`config.mk`:
```
export PLATFORM = sky130hd
export DESIGN_NAME = dcache_ctrl
export DESIGN_NICKNAME = d
export VERILOG_FILES = /design/src/rtl/dcache_pkg.sv /design/src/rtl/dcache_data_ram.sv /design/src/rtl/dcache_ctrl.sv
export SDC_FILE = /design/constraint.sdc
export NUM_CORES = 2
export LEC_CHECK = 0
export BUFFER_PORTS_ARGS = -buffer_cell sky130_fd_sc_hd__buf_2
export CORE_AREA = 2 2 300 524
export DETAILED_ROUTE_END_ITERATION = 6
export DIE_AREA = 0 0 302 526
export GPL_ROUTABILITY_DRIVEN = 0
export PLACE_DENSITY = 0.79
export SLEW_MARGIN = 30
export SYNTH_ARGS = -nofsm -noshare
export SYNTH_HDL_FRONTEND = slang
export SYNTH_SLANG_ARGS = --single-unit
```
`constraint.sdc`:
```
create_clock -name clk -period 11.6 [get_ports clk]
set_input_delay 1.16 -clock clk [delete_from_list [all_inputs] [get_ports clk]]
set_output_delay 1.16 -clock clk [all_outputs]
set_load 0.05 [all_outputs]
```
`src/rtl/dcache_pkg.sv`:
```
// dcache_pkg: cache geometry, FSM state type and address-field helpers.
// Shared by dcache_ctrl and dcache_data_ram.
package dcache_pkg;

  localparam int LINES  = 16;
  localparam int WORDS  = 4;
  localparam int ADDR_W = 32;

  localparam int OFF_W = $clog2(WORDS);
  localparam int IDX_W = $clog2(LINES);
  localparam int TAG_W = ADDR_W - OFF_W - IDX_W - 2;

  typedef enum logic [1:0] {
    IDLE,
    WB,
    REFILL
  } dcache_state_t;

  function automatic logic [OFF_W-1:0] addr_off(
    input logic [ADDR_W-1:0] a
  );
    return a[OFF_W+1:2];
  endfunction

  function automatic logic [IDX_W-1:0] addr_idx(
    input logic [ADDR_W-1:0] a
  );
    return a[IDX_W+OFF_W+1:OFF_W+2];
  endfunction

  function automatic logic [TAG_W-1:0] addr_tag(
    input logic [ADDR_W-1:0] a
  );
    return a[ADDR_W-1:ADDR_W-TAG_W];
  endfunction

  function automatic logic [ADDR_W-1:0] line_addr(
    input logic [TAG_W-1:0] t,
    input logic [IDX_W-1:0] i,
    input logic [OFF_W-1:0] o
  );
    return {t, i, o, 2'b00};
  endfunction

endpackage

```
`src/rtl/dcache_data_ram.sv`:
```
// dcache_data_ram: LINES x WORDS x 32 data store.
// Combinational read, synchronous write.
module dcache_data_ram #(
  parameter int LINES = 16,
  parameter int WORDS = 4
) (
  input  logic                     clk,
  input  logic                     we,
  input  logic [$clog2(LINES)-1:0] idx,
  input  logic [$clog2(WORDS)-1:0] woff,
  input  logic [$clog2(WORDS)-1:0] roff,
  input  logic [31:0]              wdata,
  output logic [31:0]              rdata
);

  logic [31:0] mem [LINES][WORDS];

  // single write port; data arrays need no reset
  always_ff @(posedge clk) begin
    if (we) mem[idx][woff] <= wdata;
  end

  assign rdata = mem[idx][roff];

endmodule

```
`src/rtl/dcache_ctrl.sv`:
```
// dcache_ctrl: direct-mapped write-back write-allocate D-cache.
// Optional hit/miss counters when DCACHE_STATS_EN is defined.
module dcache_ctrl
  import dcache_pkg::*;
#(
  parameter int LINES  = dcache_pkg::LINES,
  parameter int WORDS  = dcache_pkg::WORDS,
  parameter int ADDR_W = dcache_pkg::ADDR_W
) (
  input  logic              clk,
  input  logic              reset,
  input  logic              cpu_req,
  input  logic              cpu_we,
  input  logic [ADDR_W-1:0] cpu_addr,
  input  logic [31:0]       cpu_wdata,
  output logic [31:0]       cpu_rdata,
  output logic              dhit,
  output logic              mem_req,
  output logic              mem_we,
  output logic [ADDR_W-1:0] mem_addr,
  output logic [31:0]       mem_wdata,
  input  logic [31:0]       mem_rdata,
  input  logic              mem_ready
`ifdef DCACHE_STATS_EN
  ,
  output logic [31:0]       hit_cnt,
  output logic [31:0]       miss_cnt
`endif
);

  dcache_state_t state, next;

  logic [TAG_W-1:0] tag;
  logic [IDX_W-1:0] idx;
  logic [OFF_W-1:0] off;
  logic [OFF_W-1:0] cnt;

  logic [LINES-1:0] valid, dirty;
  logic [TAG_W-1:0] tags [LINES];

  logic hit, last, st_hit, miss;
  logic ram_we;
  logic [OFF_W-1:0] ram_woff, ram_roff;
  logic [31:0] ram_wdata, ram_rdata;
  logic unused_bits;

  assign tag = addr_tag(cpu_addr);
  assign idx = addr_idx(cpu_addr);
  assign off = addr_off(cpu_addr);
  assign unused_bits = ^cpu_addr[1:0];

  assign hit    = valid[idx] && (tags[idx] == tag);
  assign last   = &cnt;
  assign dhit   = !cpu_req || (state == IDLE && hit);
  assign st_hit = state == IDLE && cpu_req && cpu_we && hit;
  assign miss   = state == IDLE && next != IDLE;

  assign cpu_rdata =
    (cpu_req && state == IDLE && hit) ? ram_rdata : '0;

  // store-hit and refill share the RAM write port
  always_comb begin
    ram_we    = st_hit || (state == REFILL && mem_ready);
    ram_woff  = (state == REFILL) ? cnt : off;
    ram_wdata = (state == REFILL) ? mem_rdata : cpu_wdata;
    ram_roff  = (state == WB) ? cnt : off;
  end

  dcache_data_ram #(
    .LINES(LINES),
    .WORDS(WORDS)
  ) u_ram (
    .clk  (clk),
    .we   (ram_we),
    .idx  (idx),
    .woff (ram_woff),
    .roff (ram_roff),
    .wdata(ram_wdata),
    .rdata(ram_rdata)
  );

  // FSM state register
  always_ff @(posedge clk or posedge reset) begin
    if (reset) state <= IDLE;
    else       state <= next;
  end

  // next-state logic
  always_comb begin
    next = state;
    case (state)
      IDLE:
        if (cpu_req && !hit)
          next = (valid[idx] && dirty[idx]) ? WB : REFILL;
      WB:
        if (mem_ready && last) next = REFILL;
      REFILL:
        if (mem_ready && last) next = IDLE;
      default:
        next = IDLE;
    endcase
  end

  // memory-port outputs decoded from state
  always_comb begin
    mem_req   = 1'b0;
    mem_we    = 1'b0;
    mem_addr  = '0;
    mem_wdata = '0;
    case (state)
      WB: begin
        mem_req   = 1'b1;
        mem_we    = 1'b1;
        mem_addr  = line_addr(tags[idx], idx, cnt);
        mem_wdata = ram_rdata;
      end
      REFILL: begin
        mem_req  = 1'b1;
        mem_addr = line_addr(tag, idx, cnt);
      end
      default: ;
    endcase
  end

  // burst word counter, wraps to 0 at each burst end
  always_ff @(posedge clk or posedge reset) begin
    if (reset)
      cnt <= '0;
    else if (state != IDLE && mem_ready)
      cnt <= cnt + 1'b1;
  end

  // valid/dirty; a line being replaced is invalid until refilled
  always_ff @(posedge clk or posedge reset) begin
    if (reset) begin
      valid <= '0;
      dirty <= '0;
    end else begin
      if (st_hit) dirty[idx] <= 1'b1;
      if (miss) valid[idx] <= 1'b0;
      if (state == WB && mem_ready && last)
        dirty[idx] <= 1'b0;
      if (state == REFILL && mem_ready && last)
        valid[idx] <= 1'b1;
    end
  end

  // tag written when the refill completes
  always_ff @(posedge clk) begin
    if (state == REFILL && mem_ready && last)
      tags[idx] <= tag;
  end

`ifdef DCACHE_STATS_EN
  // saturating hit and miss counters
  always_ff @(posedge clk or posedge reset) begin
    if (reset) begin
      hit_cnt  <= '0;
      miss_cnt <= '0;
    end else begin
      if (cpu_req && dhit && !(&hit_cnt))
        hit_cnt <= hit_cnt + 32'd1;
      if (miss && !(&miss_cnt))
        miss_cnt <= miss_cnt + 32'd1;
    end
  end
`endif

endmodule

```
==> results by stage <==
Status:
- The flow ran to the end, but the final reports show violations.
- The checks that failed: design-rule violations.

Worst setup path:
- STA classifies the critical path startpoint as an input port.
- In this design, the largest share of critical-path delay is due to buffers and inverters.
- The setup check on the worst reg-to-reg path leaves a slack of 5.47 ns.
- For this design, the slowest cell found on the critical path is sky130_fd_sc_hd__buf_4.
- The arrival time of the worst setup path is 6.67 ns.
- STA classifies the critical path endpoint as a primary output.
- Among the stages of the critical path, the cell type that occurs most often is sky130_fd_sc_hd__mux4_2.
- In this run the worst path has a maximum fanout of 78.
- In this run the critical register-to-register path is launched from tags[10][10]$_DFFE_PP_.
- The biggest cell delay along the critical path is 0.75 ns.
- The critical path starts at cpu_addr[4].
- The category of the critical setup timing path is input port to primary output.
- Walking the worst path, the cells encountered are buf_8, buf_4, buf_6, buf_12, buf_16, mux4_2, mux4_2, a211oi_1, a31oi_1, and2_1, buf_2.
- Counting both buffers and inverters, the worst setup path holds a total of 6.
- At the worst endpoint, the required time is 10.44 ns.

Floorplan:
- The standard cell core area is 155000 µm².
- The width of the chip is 302 µm.
- The number of standard-cell rows in the floorplan is 191.
- The number of top-level pins is 200.
- The floorplan step set the die height to 526 µm.
- The die area is 159000 µm².
- The initial utilization of the core area, before any placement, comes to 62.5%.

Layout:
- The filler cells instantiated in the layout total 8499.
- The number of nets at the end of the flow is 4676.
- The layout-stage area growth over the synthesis result is 11.5%.
- The post-route netlist has 31.5% of its cells at a drive strength greater than 1.

Logic synthesis:
- The number of unique standard cell types used by synthesis is 63.
- Synthesis produced a netlist whose cell count is 4278.
- The async set or reset register ratio after synthesis is 1.46%.
- The synthesized design contains 2432 enable-type register cells.
- The number of warning messages in the yosys log is 0.
- The main flop type after synthesis is sky130_fd_sc_hd__edfxtp_1.
- The mean area per synthesized cell is 22.6 µm².
- The number of storage elements in the synthesis netlist is 2468.
- After synthesis the cells add up to 96700 µm².
- The sequential element share of the synthesized area is 76.5%.

Clock tree:
- The TritonCTS clock tree is yes.
- The tree built by TritonCTS fans out to 2468 sinks.
- The total number of H-tree levels is 4.
- In this run the deepest clock path goes through 3 buffers.
- The number of hold-repair buffers added at the cts stage is 0.
- The cell sitting at the root of the clock tree is a sky130_fd_sc_hd__clkbuf_16.
- The clock latency at the later pin of the worst-skew pair is 0.86 ns.
- The clock slew seen by the registers of the worst setup and hold paths is 0.07 ns.
- The post-CTS setup buffer count is 0.
- The post-cts sizing count is 0.
- The number of buffers inserted during clock tree synthesis is 198.

Pwr:
- For this design the ratio of total power to cell area is 181 nW/µm².
- VDD sags by at most 0.236 mV.
- The cell leakage power is 34.1 nW.

Global routing:
- The first global-routing pass estimated 361 mm of wire.
- Entering global routing, the biggest net connects 110 pins.
- The number of global-route vias before repair came to 50.1k.
- For this run, the total global-route usage over all layers was measured as 32.7%.
- Global routing finished with a remaining overflow of 0.
- The number of antenna violations at the first check in global routing is 17.

Timing:
- For the finished layout, the period the worst path requires is 7.83 ns.
- The measured slew at the worst slew-check pin is 1.11 ns.
- The worst path uses 67.5% of the clock period.
- The number of pins exceeding their max-slew limit in the final report was 0.
- The smallest hold slack is 0.471 ns.
- Setup violations remaining at the end of the flow were counted as 0.
- Headroom to the max-slew limit came out at 25.7%.
- Setup repair after global routing left no endpoint under its margin.
- Timing would allow up to 128 MHz.
- Setup total negative slack on the finished layout was measured at 0 ns.
- The final clock skew is 0.0560 ns.
- The final hold violation count came to 0.

Routing:
- The post-detailed-route count of antenna-violating nets is 0.
- The via density per instance is 7.33.
- The total vias in the final route is 49.7k.
- The average wire per standard cell is 38.8 µm.
- The DRC marker count from the first detailed-route iteration is 7902.
- In the routed design, unresolved DRC markers number 6.
- The first TritonRoute pass finished after 7 iterations.
- The overall routed net length is 263 mm.

Placement:
- The number of buffer cells added on primary ports is 195.
- The placed wire-length estimate is 131 mm.

Worst hold path:
- The kind of path behind the tightest hold check is input port to async pin.

Flow run:
- The number of max-cap violations is 0.
final timing paths:
kind	to	cells past startpoint
max in group asynchronous	async pin	3
hold / removal	async pin	3
hold reg to reg	register	1
setup / recovery	mem_wdata[31]	11
min in group clk	register	1
setup reg to reg	u_ram.mem[15][55]$_DFFE_PP_	12
layout make-up:
type | count | area [µm²] | area share (%)
sequential | 2468 | 73900 | 68.6
antenna | 10 | 25.0 | 0.0232
inverter | 14 | 60.1 | 0.0557
clock inverter | 135 | 1230 | 1.14
timing repair buffer | 340 | 2400 | 2.23
tap | 2026 | 2530 | 2.35
clock buffer | 234 | 5200 | 4.82
multi-input combinational | 1548 | 22400 | 20.8
cell usage in the layout, fill, tap and decap left out, types with 20 or more instances in the layout:
master,Yosys,routed
sky130_fd_sc_hd__a211oi_1,35,35
sky130_fd_sc_hd__a21oi_1,37,37
sky130_fd_sc_hd__a22oi_1,44,43
sky130_fd_sc_hd__a31oi_1,35,29
sky130_fd_sc_hd__and2_1,103,103
sky130_fd_sc_hd__buf_2,57,192
sky130_fd_sc_hd__buf_4,12,115
sky130_fd_sc_hd__clkbuf_1,157,31
sky130_fd_sc_hd__clkbuf_16,0,203
sky130_fd_sc_hd__clkinv_1,1,50
sky130_fd_sc_hd__clkinv_2,0,43
sky130_fd_sc_hd__dfrtp_1,36,36
sky130_fd_sc_hd__edfxtp_1,2432,2432
sky130_fd_sc_hd__mux2_2,48,28
sky130_fd_sc_hd__mux2_4,0,20
sky130_fd_sc_hd__mux2i_1,91,88
sky130_fd_sc_hd__mux4_2,711,711
sky130_fd_sc_hd__nand2_1,138,138
sky130_fd_sc_hd__nand3_1,30,29
sky130_fd_sc_hd__nor2_1,71,21
sky130_fd_sc_hd__nor2_4,0,49
sky130_fd_sc_hd__nor2b_1,23,23
sky130_fd_sc_hd__xnor2_1,22,22
layer usage:
metal / part of all wire [%] / routed length, µm / global-route usage (%)
met4: 6.4 / 16700 / 18.3
met2: 51 / 135000 / 54.7
met3: 10 / 27500 / 5.84
met1: 32 / 83700 / 40.7
met5: 0.035 / 92 / 0
power breakdown:
group	switching (W)	internal, W	total, W
Clock	0.00321	0.00361	0.00682
Sequential	0.0000571	0.0105	0.0106
Combinational	0.00158	0.000567	0.00214
through the flow:
step           cells  setup WS (ns)  utilization, %  power [W]  instance area [µm²]
6_report        6775           3.77            69.7     0.0196               108000
4_1_cts         6762           3.72            69.6     0.0195               108000
2_1_floorplan   4279           5.09               -     0.0120                96700
5_1_grt         6769           3.27            69.7     0.0200               108000
3_3_place_gp    6379           3.31            65.2     0.0127               101000
3_5_place_dp    6393           3.67            65.4     0.0128               101000
synth_stat cells (3+ instances only):
master / instances / area [µm²]
sky130_fd_sc_hd__mux4_2: 711 / 16000
sky130_fd_sc_hd__nor2_1: 71 / 267
sky130_fd_sc_hd__xor2_1: 12 / 105
sky130_fd_sc_hd__mux2_2: 48 / 541
sky130_fd_sc_hd__and2_0: 3 / 18.8
sky130_fd_sc_hd__o21ai_0: 11 / 55.1
sky130_fd_sc_hd__clkbuf_1: 157 / 589
sky130_fd_sc_hd__a211oi_1: 35 / 263
sky130_fd_sc_hd__xnor2_1: 22 / 193
sky130_fd_sc_hd__nor3_1: 23 / 115
sky130_fd_sc_hd__a221oi_1: 4 / 35.0
sky130_fd_sc_hd__buf_4: 12 / 90.1
sky130_fd_sc_hd__a31oi_1: 35 / 219
sky130_fd_sc_hd__a21boi_0: 6 / 45.0
sky130_fd_sc_hd__nor2b_1: 23 / 144
sky130_fd_sc_hd__a22oi_1: 44 / 330
sky130_fd_sc_hd__a2bb2oi_1: 3 / 26.3
sky130_fd_sc_hd__dfrtp_1: 36 / 901
sky130_fd_sc_hd__nor3_2: 12 / 120
sky130_fd_sc_hd__o211ai_1: 5 / 37.5
sky130_fd_sc_hd__edfxtp_1: 2432 / 73000
sky130_fd_sc_hd__nand2b_1: 6 / 37.5
sky130_fd_sc_hd__and2_1: 103 / 644
sky130_fd_sc_hd__buf_1: 19 / 71.3
sky130_fd_sc_hd__nand3_1: 30 / 150
sky130_fd_sc_hd__buf_6: 3 / 33.8
sky130_fd_sc_hd__nand2_1: 138 / 518
sky130_fd_sc_hd__mux2i_1: 91 / 911
sky130_fd_sc_hd__a21oi_1: 37 / 185
sky130_fd_sc_hd__a32oi_1: 5 / 43.8
sky130_fd_sc_hd__inv_1: 12 / 45.0
sky130_fd_sc_hd__nor4_1: 11 / 68.8
sky130_fd_sc_hd__buf_2: 57 / 285
sky130_fd_sc_hd__o22a_1: 17 / 149
sky130_fd_sc_hd__ha_1: 5 / 62.6
sky130_fd_sc_hd__o22ai_1: 6 / 37.5
flip-flops by register name, summed over array words and instances (netlist names), named ones only:
name / flops
valid: 1
state: 2
dirty: 16
u_ram.mem: 2048
cnt: 2
tags: 384
worst min-delay path, cell delays in order:
cell and delay, ns:
sky130_fd_sc_hd__buf_2 0.12, sky130_fd_sc_hd__inv_1 0.06, sky130_fd_sc_hd__buf_4 0.42
cells by family (layout without fill, tap and decap cells):
logic type | count (synthesis) | after routing | share of synthesized area, %
other | 1 | 12 | 0.00388
AO/OA/AOI/OAI | 227 | 227 | 1.67
adder cells (fa/ha/maj) | 5 | 5 | 0.0647
buffers and inverters | 263 | 723 | 1.18
AND/OR/NAND/NOR | 429 | 429 | 2.23
multiplexers | 851 | 851 | 18.1
flip-flops | 2468 | 2468 | 76.5
XOR/XNOR | 34 | 34 | 0.308
Note: power is estimated with default switching activity, not from simulation.
